**config.mk**
```make
export PLATFORM = sky130hd
export DESIGN_NAME = uart_fifo_ctrl
export DESIGN_NICKNAME = d
export VERILOG_FILES = /design/src/rtl/uart_fifo_ctrl_pkg.sv /design/src/rtl/uart_fifo_ctrl_sync_fifo.sv /design/src/rtl/uart_fifo_ctrl.sv
export SDC_FILE = /design/constraint.sdc
export NUM_CORES = 1
export LEC_CHECK = 0
export BUFFER_PORTS_ARGS = -buffer_cell sky130_fd_sc_hd__buf_2
export CORE_MARGIN = 4
export CORE_UTILIZATION = 63
export CTS_BUF_LIST = sky130_fd_sc_hd__clkbuf_8
export CTS_CLUSTER_SIZE = 16
export DETAILED_ROUTE_END_ITERATION = 16
export GPL_ROUTABILITY_DRIVEN = 0
export PLACE_DENSITY = 0.83
export REMOVE_ABC_BUFFERS = 1
export SLEW_MARGIN = 20
export SYNTH_ARGS = -nofsm -noshare
export SYNTH_HDL_FRONTEND = slang
export SYNTH_SLANG_ARGS = --single-unit
```
**constraint.sdc**
```tcl
create_clock -name clk -period 7.6 [get_ports clk]
set_input_delay 0.76 -clock clk [delete_from_list [all_inputs] [get_ports clk]]
set_output_delay 0.76 -clock clk [all_outputs]
set_load 0.02 [all_outputs]
```
**src/rtl/uart_fifo_ctrl_pkg.sv**
```systemverilog
// Shared definitions for the UART FIFO front end: register map, status/control
// bit positions and the TX issue state encoding.
package uart_fifo_ctrl_pkg;

  localparam logic [3:0] UART_DATA_OFS   = 4'h0;
  localparam logic [3:0] UART_STATUS_OFS = 4'h4;
  localparam logic [3:0] UART_CTRL_OFS   = 4'h8;

  localparam int ST_TX_FULL    = 0;
  localparam int ST_TX_EMPTY   = 1;
  localparam int ST_RX_EMPTY   = 2;
  localparam int ST_RX_FULL    = 3;
  localparam int ST_RX_OVR     = 4;
  localparam int ST_TX_OVF     = 5;
  localparam int ST_RX_CNT_LSB = 8;
  localparam int ST_TX_CNT_LSB = 16;

  localparam int CTRL_RX_IRQ_EN = 0;
  localparam int CTRL_TX_IRQ_EN = 1;
  localparam int CTRL_FLUSH     = 2;

  typedef enum logic [1:0] {
    T_IDLE  = 2'd0,
    T_ISSUE = 2'd1,
    T_WAIT  = 2'd2
  } tx_state_e;

  function automatic logic [31:0] pack_status(
    input logic       tx_full,
    input logic       tx_empty,
    input logic       rx_empty,
    input logic       rx_full,
    input logic       rx_ovr,
    input logic       tx_ovf,
    input logic [7:0] rx_count,
    input logic [7:0] tx_count
  );
    logic [31:0] s;
    s                        = '0;
    s[ST_TX_FULL]            = tx_full;
    s[ST_TX_EMPTY]           = tx_empty;
    s[ST_RX_EMPTY]           = rx_empty;
    s[ST_RX_FULL]            = rx_full;
    s[ST_RX_OVR]             = rx_ovr;
    s[ST_TX_OVF]             = tx_ovf;
    s[ST_RX_CNT_LSB +: 8]    = rx_count;
    s[ST_TX_CNT_LSB +: 8]    = tx_count;
    return s;
  endfunction

endpackage

```
**src/rtl/uart_fifo_ctrl_sync_fifo.sv**
```systemverilog
// Single-clock FIFO with flush; the head entry is visible without a read
// strobe so the consumer can sample it in the same cycle it pops.
module sync_fifo #(
  parameter int WIDTH = 8,
  parameter int DEPTH = 16,
  parameter int AW    = 4
) (
  input  logic             clk,
  input  logic             rst_n,
  input  logic             flush_i,
  input  logic             push_i,
  input  logic [WIDTH-1:0] din_i,
  input  logic             pop_i,
  output logic [WIDTH-1:0] head_o,
  output logic [AW:0]      count_o,
  output logic             full_o,
  output logic             empty_o,
  output logic             ovf_o
);

  logic [WIDTH-1:0] mem_q [DEPTH];
  logic [AW-1:0]    wr_ptr_q;
  logic [AW-1:0]    rd_ptr_q;
  logic [AW:0]      count_q;
  logic [AW:0]      count_d;
  logic             pop_ok;
  logic             push_ok;

  assign full_o  = (count_q == (AW+1)'(DEPTH));
  assign empty_o = (count_q == '0);
  assign pop_ok  = pop_i && !empty_o && !flush_i;
  // A full FIFO still accepts a push when an entry leaves in the same cycle.
  assign push_ok = push_i && !flush_i && (!full_o || pop_ok);
  assign ovf_o   = push_i && !flush_i && !push_ok;
  assign head_o  = mem_q[rd_ptr_q];
  assign count_o = count_q;

  always_comb begin
    count_d = count_q;
    if (push_ok && !pop_ok) begin
      count_d = count_q + 1'b1;
    end else if (!push_ok && pop_ok) begin
      count_d = count_q - 1'b1;
    end
  end

  always_ff @(posedge clk or negedge rst_n) begin
    if (!rst_n) begin
      wr_ptr_q <= '0;
      rd_ptr_q <= '0;
      count_q  <= '0;
    end else if (flush_i) begin
      wr_ptr_q <= '0;
      rd_ptr_q <= '0;
      count_q  <= '0;
    end else begin
      if (push_ok) wr_ptr_q <= wr_ptr_q + 1'b1;
      if (pop_ok)  rd_ptr_q <= rd_ptr_q + 1'b1;
      count_q <= count_d;
    end
  end

  always_ff @(posedge clk) begin
    if (push_ok) mem_q[wr_ptr_q] <= din_i;
  end

endmodule

```
**src/rtl/uart_fifo_ctrl.sv**
```systemverilog
// Memory-mapped UART front end: TX FIFO feeding the transmitter through a
// tx_en/tx_busy handshake, RX FIFO capturing received bytes, status and irq.
module uart_fifo_ctrl
  import uart_fifo_ctrl_pkg::*;
#(
  parameter int FIFO_DEPTH = 16,
  parameter int FIFO_AW    = 4
) (
  input  logic        clk,
  input  logic        rst_n,
  input  logic [3:0]  addr_i,
  input  logic        we_i,
  input  logic        re_i,
  input  logic [31:0] wdata_i,
  output logic [31:0] rdata_o,
  input  logic        tx_busy_i,
  output logic        tx_en_o,
  output logic [7:0]  tx_data_o,
  input  logic        rx_ready_i,
  input  logic [7:0]  rx_data_i,
  output logic        irq_o
);

  tx_state_e        state_q, state_d;
  logic             seen_busy_q, seen_busy_d;
  logic [7:0]       tx_data_q, tx_data_d;
  logic [1:0]       ctrl_q, ctrl_d;
  logic             rx_ovr_q, rx_ovr_d;
  logic             tx_ovf_q, tx_ovf_d;
  logic             rx_ready_q;
  logic [31:0]      rdata_q, rdata_d;
  logic             irq_q, irq_d;

  logic             wr_data, rd_data, rd_status, wr_ctrl, flush;
  logic             rx_rise;
  logic [7:0]       tx_head, rx_head;
  logic [FIFO_AW:0] tx_count, rx_count;
  logic             tx_full, tx_empty, tx_ovf_ev;
  logic             rx_full, rx_empty, rx_ovr_ev;
  logic             unused_wdata;

  assign unused_wdata = ^wdata_i[31:8];

  assign wr_data   = we_i && (addr_i == UART_DATA_OFS);
  assign rd_data   = re_i && (addr_i == UART_DATA_OFS);
  assign rd_status = re_i && (addr_i == UART_STATUS_OFS);
  assign wr_ctrl   = we_i && (addr_i == UART_CTRL_OFS);
  assign flush     = wr_ctrl && wdata_i[CTRL_FLUSH];
  assign rx_rise   = rx_ready_i && !rx_ready_q;
  assign tx_en_o   = (state_q == T_ISSUE);

  sync_fifo #(.WIDTH(8), .DEPTH(FIFO_DEPTH), .AW(FIFO_AW)) u_tx_fifo (
    .clk     (clk),
    .rst_n   (rst_n),
    .flush_i (flush),
    .push_i  (wr_data),
    .din_i   (wdata_i[7:0]),
    .pop_i   (tx_en_o),
    .head_o  (tx_head),
    .count_o (tx_count),
    .full_o  (tx_full),
    .empty_o (tx_empty),
    .ovf_o   (tx_ovf_ev)
  );

  sync_fifo #(.WIDTH(8), .DEPTH(FIFO_DEPTH), .AW(FIFO_AW)) u_rx_fifo (
    .clk     (clk),
    .rst_n   (rst_n),
    .flush_i (flush),
    .push_i  (rx_rise),
    .din_i   (rx_data_i),
    .pop_i   (rd_data),
    .head_o  (rx_head),
    .count_o (rx_count),
    .full_o  (rx_full),
    .empty_o (rx_empty),
    .ovf_o   (rx_ovr_ev)
  );

  // Issue FSM; WAIT only exits after busy has been seen high and then low.
  always_comb begin
    state_d     = state_q;
    seen_busy_d = seen_busy_q;
    tx_data_d   = tx_data_q;
    case (state_q)
      T_IDLE: begin
        if (!tx_empty && !tx_busy_i) begin
          state_d   = T_ISSUE;
          tx_data_d = tx_head;
        end
      end
      T_ISSUE: begin
        state_d     = T_WAIT;
        seen_busy_d = 1'b0;
      end
      T_WAIT: begin
        if (tx_busy_i) begin
          seen_busy_d = 1'b1;
        end else if (seen_busy_q) begin
          state_d = T_IDLE;
        end
      end
      default: state_d = T_IDLE;
    endcase
    if (flush) begin
      state_d     = T_IDLE;
      seen_busy_d = 1'b0;
      tx_data_d   = tx_data_q;
    end
  end

  always_comb begin
    rdata_d = rdata_q;
    if (re_i) begin
      case (addr_i)
        UART_DATA_OFS:   rdata_d = rx_empty ? 32'h0 : {24'h0, rx_head};
        UART_STATUS_OFS: rdata_d = pack_status(tx_full, tx_empty, rx_empty, rx_full,
                                               rx_ovr_q, tx_ovf_q, 8'(rx_count), 8'(tx_count));
        UART_CTRL_OFS:   rdata_d = {30'h0, ctrl_q};
        default:         rdata_d = 32'h0;
      endcase
    end
    ctrl_d   = wr_ctrl ? wdata_i[1:0] : ctrl_q;
    // A new error event in the same cycle as a STATUS read keeps the flag set.
    rx_ovr_d = flush ? 1'b0 : ((rx_ovr_q && !rd_status) || rx_ovr_ev);
    tx_ovf_d = flush ? 1'b0 : ((tx_ovf_q && !rd_status) || tx_ovf_ev);
    irq_d    = (ctrl_q[CTRL_RX_IRQ_EN] && !rx_empty) ||
               (ctrl_q[CTRL_TX_IRQ_EN] && tx_empty && (state_q == T_IDLE));
  end

  always_ff @(posedge clk or negedge rst_n) begin
    if (!rst_n) begin
      state_q     <= T_IDLE;
      seen_busy_q <= 1'b0;
      tx_data_q   <= '0;
      ctrl_q      <= '0;
      rx_ovr_q    <= 1'b0;
      tx_ovf_q    <= 1'b0;
      rx_ready_q  <= 1'b0;
      rdata_q     <= '0;
      irq_q       <= 1'b0;
    end else begin
      state_q     <= state_d;
      seen_busy_q <= seen_busy_d;
      tx_data_q   <= tx_data_d;
      ctrl_q      <= ctrl_d;
      rx_ovr_q    <= rx_ovr_d;
      tx_ovf_q    <= tx_ovf_d;
      rx_ready_q  <= rx_ready_i;
      rdata_q     <= rdata_d;
      irq_q       <= irq_d;
    end
  end

  assign rdata_o   = rdata_q;
  assign tx_data_o = tx_data_q;
  assign irq_o     = irq_q;

endmodule

```
# [Word-level counts from Yosys, hierarchy flattened]
# Memories as Yosys holds them, arrays and structs flattened. A register that Yosys moved wholly into a read port is not among the register bits.
# Cells that the tools add are included.
[totals] regBits=67 ram_bits=256 in_bits=50 output_inout_bits=42 wordCells=123 mem_count=2
[memory_table] name="u_rx_fifo.mem_q" depth=16 word_bits=8 rd=1 rd_ports_with_merged_regs=0 wr=1 line_no="uart_fifo_ctrl_sync_fifo.sv:21" text="logic [WIDTH-1:0] mem_q [DEPTH];"
[memory_table] name="u_tx_fifo.mem_q" depth=16 word_bits=8 rd=1 rd_ports_with_merged_regs=1 wr=1 line_no="uart_fifo_ctrl_sync_fifo.sv:21"
[op_classes] add_sub_neg=8 n_eq_ne=10 n_mux=30 bitwise_logic=1 reduce_logical=58
[ops] operator="21-bit case mux with 3 select lines" n=1
[ops] operator="4-bit 2-to-1 mux" n=8
[ops] operator="5-bit 2-to-1 mux" n=6
[ops] operator="1-bit logical AND" n=26
[ops] operator="4-bit by 1-bit adder with 4-bit output (second input constant)" n=4
[ops] operator="1-bit zero test" n=13
[ops] operator="3-bit inequality test (second input constant)" n=4
[ops] operator="5-bit by 1-bit adder with 5-bit output (second input constant)" n=2
[ops] operator="5-bit equality test (second input constant)" n=2
[ops] operator="5-bit zero test" n=2
[ops] operator="5-bit by 1-bit subtractor with 5-bit output (second input constant)" n=2
[ops] operator="3-bit nonzero test" n=3
[ops] operator="1-bit 2-to-1 mux" n=8
[ops] operator="2-bit 2-to-1 mux" n=4
[ops] operator="8-bit 2-to-1 mux" n=1
[ops] operator="2-bit nonzero test" n=4
[ops] operator="2-bit case mux with 3 select lines" n=1
[ops] operator="3-bit AND reduction" n=2
[ops] operator="1-bit logical OR" n=5
[ops] operator="4-bit by 3-bit equality test with 1-bit output (second input constant)" n=1
[ops] operator="4-bit equality test (second input constant)" n=1
[ops] operator="4-bit zero test" n=1
[ops] operator="2-bit by 1-bit equality test with 1-bit output (second input constant)" n=1
[ops] operator="2-bit equality test (second input constant)" n=1
[ops] operator="4 further kinds" n=4

# [Longest topological paths before layout]
[depth] word_depth=12 ltp_mapped=12

# [By module]
# A second synthesis with hierarchy kept.
[hier_totals] hier_cells=792 area_unflattened_um2=13417.9
[modules_own_cells] module="sync_fifo (u_rx_fifo)" n_inst=1 cells_per_inst=352 area_each_um2=5990.7 seq_area_each_um2=4169.0
[modules_own_cells] module="sync_fifo (u_tx_fifo)" n_inst=1 cells_per_inst=310 area_each_um2=5821.8 seq_area_each_um2=4169.0
[modules_own_cells] module="uart_fifo_ctrl" n_inst=1 cells_per_inst=130 area_each_um2=1605.3 seq_area_each_um2=875.8

# [Worst setup path after synthesis]
# OpenSTA, ideal clock, no wires.
[synth_path] path_kind="input port to flip-flop" startpoint="input port addr_i[3]" endpoint="register u_tx_fifo.count_q[4] (netlist: u_tx_fifo.count_o[4])" setup_time_ns=0.104 arrival_ns=3.145 required_ns=7.496 setup_slack_ns=4.351 stages=10 path_buffers=0 cell_sequence="nor3_1 nand2_1 a211oi_1 inv_1 fa_1 a21o_1 a21o_1 a2111oi_0 o211ai_1 o311ai_1"
[synth_between] elab_chain_len=10 elab_cells_between_ends=17
[synth_lines] item="start, declared" line_no="uart_fifo_ctrl.sv:11" text="input logic [3:0] addr_i,"
[synth_lines] item="4-bit equality test" line_no="uart_fifo_ctrl.sv:47" text="assign wr_ctrl = we_i && (addr_i == UART_CTRL_OFS);"
[synth_lines] item="1-bit logical AND" line_no="uart_fifo_ctrl.sv:47"
[synth_lines] item="1-bit logical AND" line_no="uart_fifo_ctrl.sv:48" text="assign flush = wr_ctrl && wdata_i[CTRL_FLUSH];"
[synth_lines] item="1-bit zero test" line_no="uart_fifo_ctrl_sync_fifo.sv:31, uart_fifo_ctrl_sync_fifo.sv:33"
[synth_lines] item="1-bit logical AND" line_no="uart_fifo_ctrl_sync_fifo.sv:31" text="assign pop_ok = pop_i && !empty_o && !flush_i;"
[synth_lines] item="1-bit logical OR" line_no="uart_fifo_ctrl_sync_fifo.sv:33" text="assign push_ok = push_i && !flush_i && (!full_o || pop_ok);"
[synth_lines] item="1-bit logical AND" line_no="uart_fifo_ctrl_sync_fifo.sv:33"
[synth_lines] item="1-bit logical AND or 1-bit zero test (tied branches)" line_no="uart_fifo_ctrl_sync_fifo.sv:40, uart_fifo_ctrl_sync_fifo.sv:42"
[synth_lines] item="5-bit 2-to-1 mux or 1-bit logical AND (tied branches)" line_no="uart_fifo_ctrl_sync_fifo.sv:40, uart_fifo_ctrl_sync_fifo.sv:42"
[synth_lines] item="5-bit 2-to-1 mux or 3-bit nonzero test (tied branches)"
[synth_lines] item="end signal, assigned" line_no="uart_fifo_ctrl_sync_fifo.sv:59" text="count_q <= count_d;"
[synth_lines] item="end, declared" line_no="uart_fifo_ctrl_sync_fifo.sv:24" text="logic [AW:0] count_q;"
# Parallel ways exist; a longest one is shown, timed or not.
# A chain may end at the register's enable or synchronous reset.

# [Worst setup path in the final report]
[layout_path] startpoint="register u_tx_fifo.count_q[0] (netlist: u_tx_fifo.count_o[0])" endpoint="register u_tx_fifo.count_q[4] (netlist: u_tx_fifo.count_o[4])"
[layout_between] elab_chain_len=9 elab_cells_between_ends=18
[layout_lines] item="parallel branches: the longest is 9 deep, another holds 5-bit by 1-bit subtractor with 5-bit output"
# Several ways; the timed one is not identified. The select of a mux whose other input is x is not followed.

==> Flow_metrics.wiki <==
{| class="wikitable"
! Metric !! Value
|-
| Required @ worst endpoint || 8060 ps
|-
| Startpoint types || flip-flop
|-
| Switching power as a share of total power || 0.296
|-
| Synth top area cells || sky130_fd_sc_hd__edfxtp_1 58%, sky130_fd_sc_hd__mux4_2 13%, sky130_fd_sc_hd__dfrtp_1 12%
|-
| Met1 Track Usage GR || 0.295
|-
| GR met2 Demand/Resource || 0.417
|-
| Number of enable-type register cells in the synthesized netlist || about 260
|-
| Met3 track demand over resource in global routing || 0.0417
|-
| Number of gates resized after CTS || 0
|-
| Ys flop type || sky130_fd_sc_hd__edfxtp_1
|-
| Global-route congestion overflow total || 0
|-
| Insertion delay to the later sink of the worst-skew pair || about 560 ps
|-
| Element type at the critical path end || flip-flop
|-
| Syn-to-layout area delta || 11.0%
|-
| Number of ports placed on the die boundary || 92
|-
| CP Data Arrival Time || 4150 ps
|-
| Highest Clock Rate || roughly 270 MHz
|-
| Clock-pin slew reported for the worst setup and hold paths after clock tree synthesis || about 60 ps
|-
| Cell area after technology mapping || 13200 um^2
|-
| Power dissipated by switching net loads || 1.43 mW
|-
| Detailed router's first-iteration violation count || between 700 and 800
|-
| Post-Synthesis Mean Instance Area || roughly 18 um^2
|-
| Post-route cell area || 14600 um^2
|-
| Non-Filler Instances || 1103
|-
| DRC viols || 0
|-
| Top cell type by total area after synthesis || sky130_fd_sc_hd__edfxtp_1
|-
| Final Net Count || between 800 and 900
|-
| Leading cell type in the layout, fill and taps excluded || sky130_fd_sc_hd__edfxtp_1
|-
| Final setup slack of the worst path || between 3000 and 4000 ps
|-
| Fin. Hold Viols || 0
|-
| Static leakage power || around 5.2 nW
|-
| Top cell type's share of synthesized area || 0.584
|-
| Min-Delay Path Depth || 1
|-
| Pre-CTS worst setup slack || about 3500 ps
|-
| DIE AREA || 23300 um^2
|-
| Root Buffer || sky130_fd_sc_hd__clkbuf_8
|-
| Number of violations of the max-capacitance limit || 0
|-
| Die Span X || roughly 150 um
|-
| Netlist cell types || 60
|-
| Floorplan die height || about 150 um
|-
| Register area || ~9200 um^2
|-
| Placed wire-length estimate || 17.5 mm
|-
| Final Slew Violations || 0
|-
| Synth Register Bits || around 320
|-
| Total Routed Length || approximately 26 mm
|-
| Worst setup skew after layout || about 23 ps
|-
| Clock sink count || roughly 320
|-
| Layout filler cell count || 1221
|-
| Buffers added on ports || 53
|-
| Total vias in the final route || between 6000 and 7000
|-
| Pin count of the biggest net entering global routing || just over 60
|-
| Type of the tightest min-delay check || input pin to flip-flop
|-
| Setup Buffers After CTS || 0
|-
| Per-cell via count in the routed design || 6.28
|-
| Max-slew headroom || 0.398
|-
| Worst Reg2Reg Path Length in Cells || 10
|-
| Total routing resource utilization after global routing || 0.232
|-
| Ratio of total power to cell area || between 300 and 400 nW/um^2
|-
| Busiest layer in global routing || met2
|-
| Antenna cells || 0
|-
| First-pass GRT wire length || approximately 42 mm
|-
| Setup Viol. Count Final || 0
|-
| Category of the most critical setup path || flip-flop to flip-flop
|-
| Int Power || roughly 3.4 mW
|-
| Total negative slack for setup checks || 0 ps
|-
| Seq/Total Area, Yosys || 0.701
|-
| Core region area || ~20000 um^2
|-
| YS warnings || 0
|-
| Synth async-reset ratio || 0.192
|-
| Gate power share || 0.264
|-
| Worst path max stage delay || approximately 510 ps
|-
| Layout cell share with drive strength beyond 1 || 0.268
|-
| Sequential fraction of design power || 0.452
|-
| Number of placed instances with taps included || ~1000
|-
| Multi-input gate area || approximately 3700 um^2
|-
| Highest-count cells in the layout ignoring fill and taps || 256 x sky130_fd_sc_hd__edfxtp_1, 75 x sky130_fd_sc_hd__mux4_2, 59 x sky130_fd_sc_hd__dfrtp_1
|-
| Clock buffer count from CTS || 49
|-
| Starting density of the core || 0.646
|-
| Worst Path Max Fanout || 8
|-
| Clock tree buffer depth || 3
|-
| Number of H-tree branching levels || 2
|-
| Setup repair after global routing missed its margin || no
|-
| Master of the slowest instance on the critical path || sky130_fd_sc_hd__nor4_2
|-
| Critical Path, Cell by Cell || nor4_2 > a21oi_1 > a211oi_1 > inv_1 > fa_1 > a21o_1 > a21o_1 > a2111oi_0 > o211ai_1 > o311ai_1
|-
| Power, Total || 4.81 mW
|-
| Via count of the first global-routing pass || between 7000 and 8000
|-
| Clock tree from TritonCTS || built
|-
| Routed WL per cell || around 24 um
|-
| Clock network power share || 0.285
|-
| Placed cell areas || about 14000 um^2
|-
| VDD IR-drop max || 0.186 mV
|-
| Floorplan row count || 52
|-
| Final period util || 0.486
|-
| 1st-pass router iterations || 5
|-
| Status || complete, no violations
|-
| Routed Antenna Nets || 0
|-
| Crit-path most repeated cell || sky130_fd_sc_hd__a21o_1
|-
| Initial antenna violation count || 0
|-
| Hold buffer count at cts || 0
|-
| Transition time of the tightest slew-check pin || between 800 and 900 ps
|-
| Synthesized instance count || 711
|-
| Final critical delay including setup and external delays || between 3000 and 4000 ps
|}
[final timing paths]
| check | startpoint | endpoint | slack, ps |
|---|---|---|---|
| min | rx_ready_i | rx_ready_q$_DFF_PN0_ | 340 |
| max reg2reg | u_tx_fifo.count_o[0]$_DFFE_PN0P_ | u_tx_fifo.count_o[4]$_DFFE_PN0P_ | 3900 |
| max | u_tx_fifo.count_o[0]$_DFFE_PN0P_ | u_tx_fifo.count_o[4]$_DFFE_PN0P_ | 3900 |
| max in group asynchronous | rst_n | u_rx_fifo.rd_ptr_q[0]$_DFFE_PN0P_ | 6600 |
| min reg2reg | rdata_o[12]$_DFFE_PN0P_ | rdata_o[12]$_DFFE_PN0P_ | 490 |
| min in group asynchronous | rst_n | tx_data_o[6]$_DFFE_PN0P_ | 360 |
[Yosys cell counts (2+ instances only)]
cell type,n
sky130_fd_sc_hd__a2111oi_0,2
sky130_fd_sc_hd__nor2_1,29
sky130_fd_sc_hd__mux2_2,8
sky130_fd_sc_hd__dfrtp_1,61
sky130_fd_sc_hd__mux2i_1,2
sky130_fd_sc_hd__clkbuf_1,19
sky130_fd_sc_hd__xnor2_1,8
sky130_fd_sc_hd__xor2_1,6
sky130_fd_sc_hd__mux4_1,5
sky130_fd_sc_hd__a221o_1,5
sky130_fd_sc_hd__nand2_1,24
sky130_fd_sc_hd__a211oi_1,4
sky130_fd_sc_hd__buf_6,2
sky130_fd_sc_hd__o2bb2ai_1,4
sky130_fd_sc_hd__buf_4,15
sky130_fd_sc_hd__a22o_1,10
sky130_fd_sc_hd__nand2b_1,5
sky130_fd_sc_hd__nor3_1,5
sky130_fd_sc_hd__buf_2,6
sky130_fd_sc_hd__fa_1,2
sky130_fd_sc_hd__edfxtp_1,256
sky130_fd_sc_hd__ha_1,18
sky130_fd_sc_hd__mux2_1,2
sky130_fd_sc_hd__inv_1,14
sky130_fd_sc_hd__or3_1,2
sky130_fd_sc_hd__mux4_2,75
sky130_fd_sc_hd__buf_1,3
sky130_fd_sc_hd__or4_1,2
sky130_fd_sc_hd__nand4_1,4
sky130_fd_sc_hd__and3_1,11
sky130_fd_sc_hd__o31ai_1,7
sky130_fd_sc_hd__a21o_1,7
sky130_fd_sc_hd__nor2b_1,4
sky130_fd_sc_hd__and2_1,16
sky130_fd_sc_hd__nor4_1,4
sky130_fd_sc_hd__a21oi_1,19
sky130_fd_sc_hd__nor4_2,3
sky130_fd_sc_hd__a22oi_1,2
sky130_fd_sc_hd__and4_1,4
sky130_fd_sc_hd__nand3_1,16
[per-stage QoR]
stage	hold slack [ps]	utilization
global route	310	0.717
global placement	473	0.669
finish	338	0.717
CTS	308	0.717
detailed placement	468	0.669
floorplan	464	-
[kinds of logic (layout without fill, tap and decap cells)]
logic type               Yosys count  after routing  synth area share
flip-flops                       317            317             0.701
XOR/XNOR                          14             14           0.00932
AND/OR/NAND/NOR                  134            134            0.0558
AO/OA/AOI/OAI                     72             72            0.0407
buffers and inverters             61            170            0.0246
multiplexers                      92             92             0.148
adder cells (fa/ha/maj)           20             20            0.0202
other                              1             14          0.000285
[worst max-delay path: cells and delay by family, from the launching register on]
family / cells / cell delay [ps]
DFF: 1 / 470
buffers and inverters: 1 / 200
AOI/OAI and AO/OA: 7 / 1980
and+or+nand+nor: 1 / 510
adders and majority gates: 1 / 440
[state kept, by name, indices dropped and copies added (netlist names), 5 cells and up]
signal / flops
rdata_o: 18
tx_data_o: 8
u_rx_fifo.count_o: 5
u_rx_fifo.mem_q: 128
u_tx_fifo.count_o: 5
u_tx_fifo.mem_q: 128
[cell type report]
type | instances | area share
repair buffers | 64 | 0.0238
flip-flops and latches | 317 | 0.632
well taps | 270 | 0.0231
inverters | 15 | 0.00386
clock inverters | 39 | 0.0170
multi-input cells | 346 | 0.252
clock buffers | 52 | 0.0490
[metal layers]
| layer | routed length, um | vias to the layer above | share of wire |
|---|---|---|---|
| li1 | - | 3014 | - |
| met1 | 9840 | 3558 | 0.37 |
| met2 | 14400 | 296 | 0.55 |
| met3 | 1540 | 60 | 0.058 |
| met4 | 613 | 0 | 0.023 |
| met5 | 0 | - | 0 |
[power groups by stage]
| stage | logic [mW] | registers [mW] | clock network (mW) |
|---|---|---|---|
| 2_1_floorplan | 0.791 | 2.32 | 0 |
| 3_3_place_gp | 1.20 | 2.19 | 0 |
| 3_5_place_dp | 1.27 | 2.20 | 0 |
| 4_1_cts | 1.28 | 2.17 | 1.39 |
| 5_1_grt | 1.38 | 2.19 | 1.49 |
| 6_report | 1.27 | 2.17 | 1.37 |
Power figures use the tool's default switching activity.
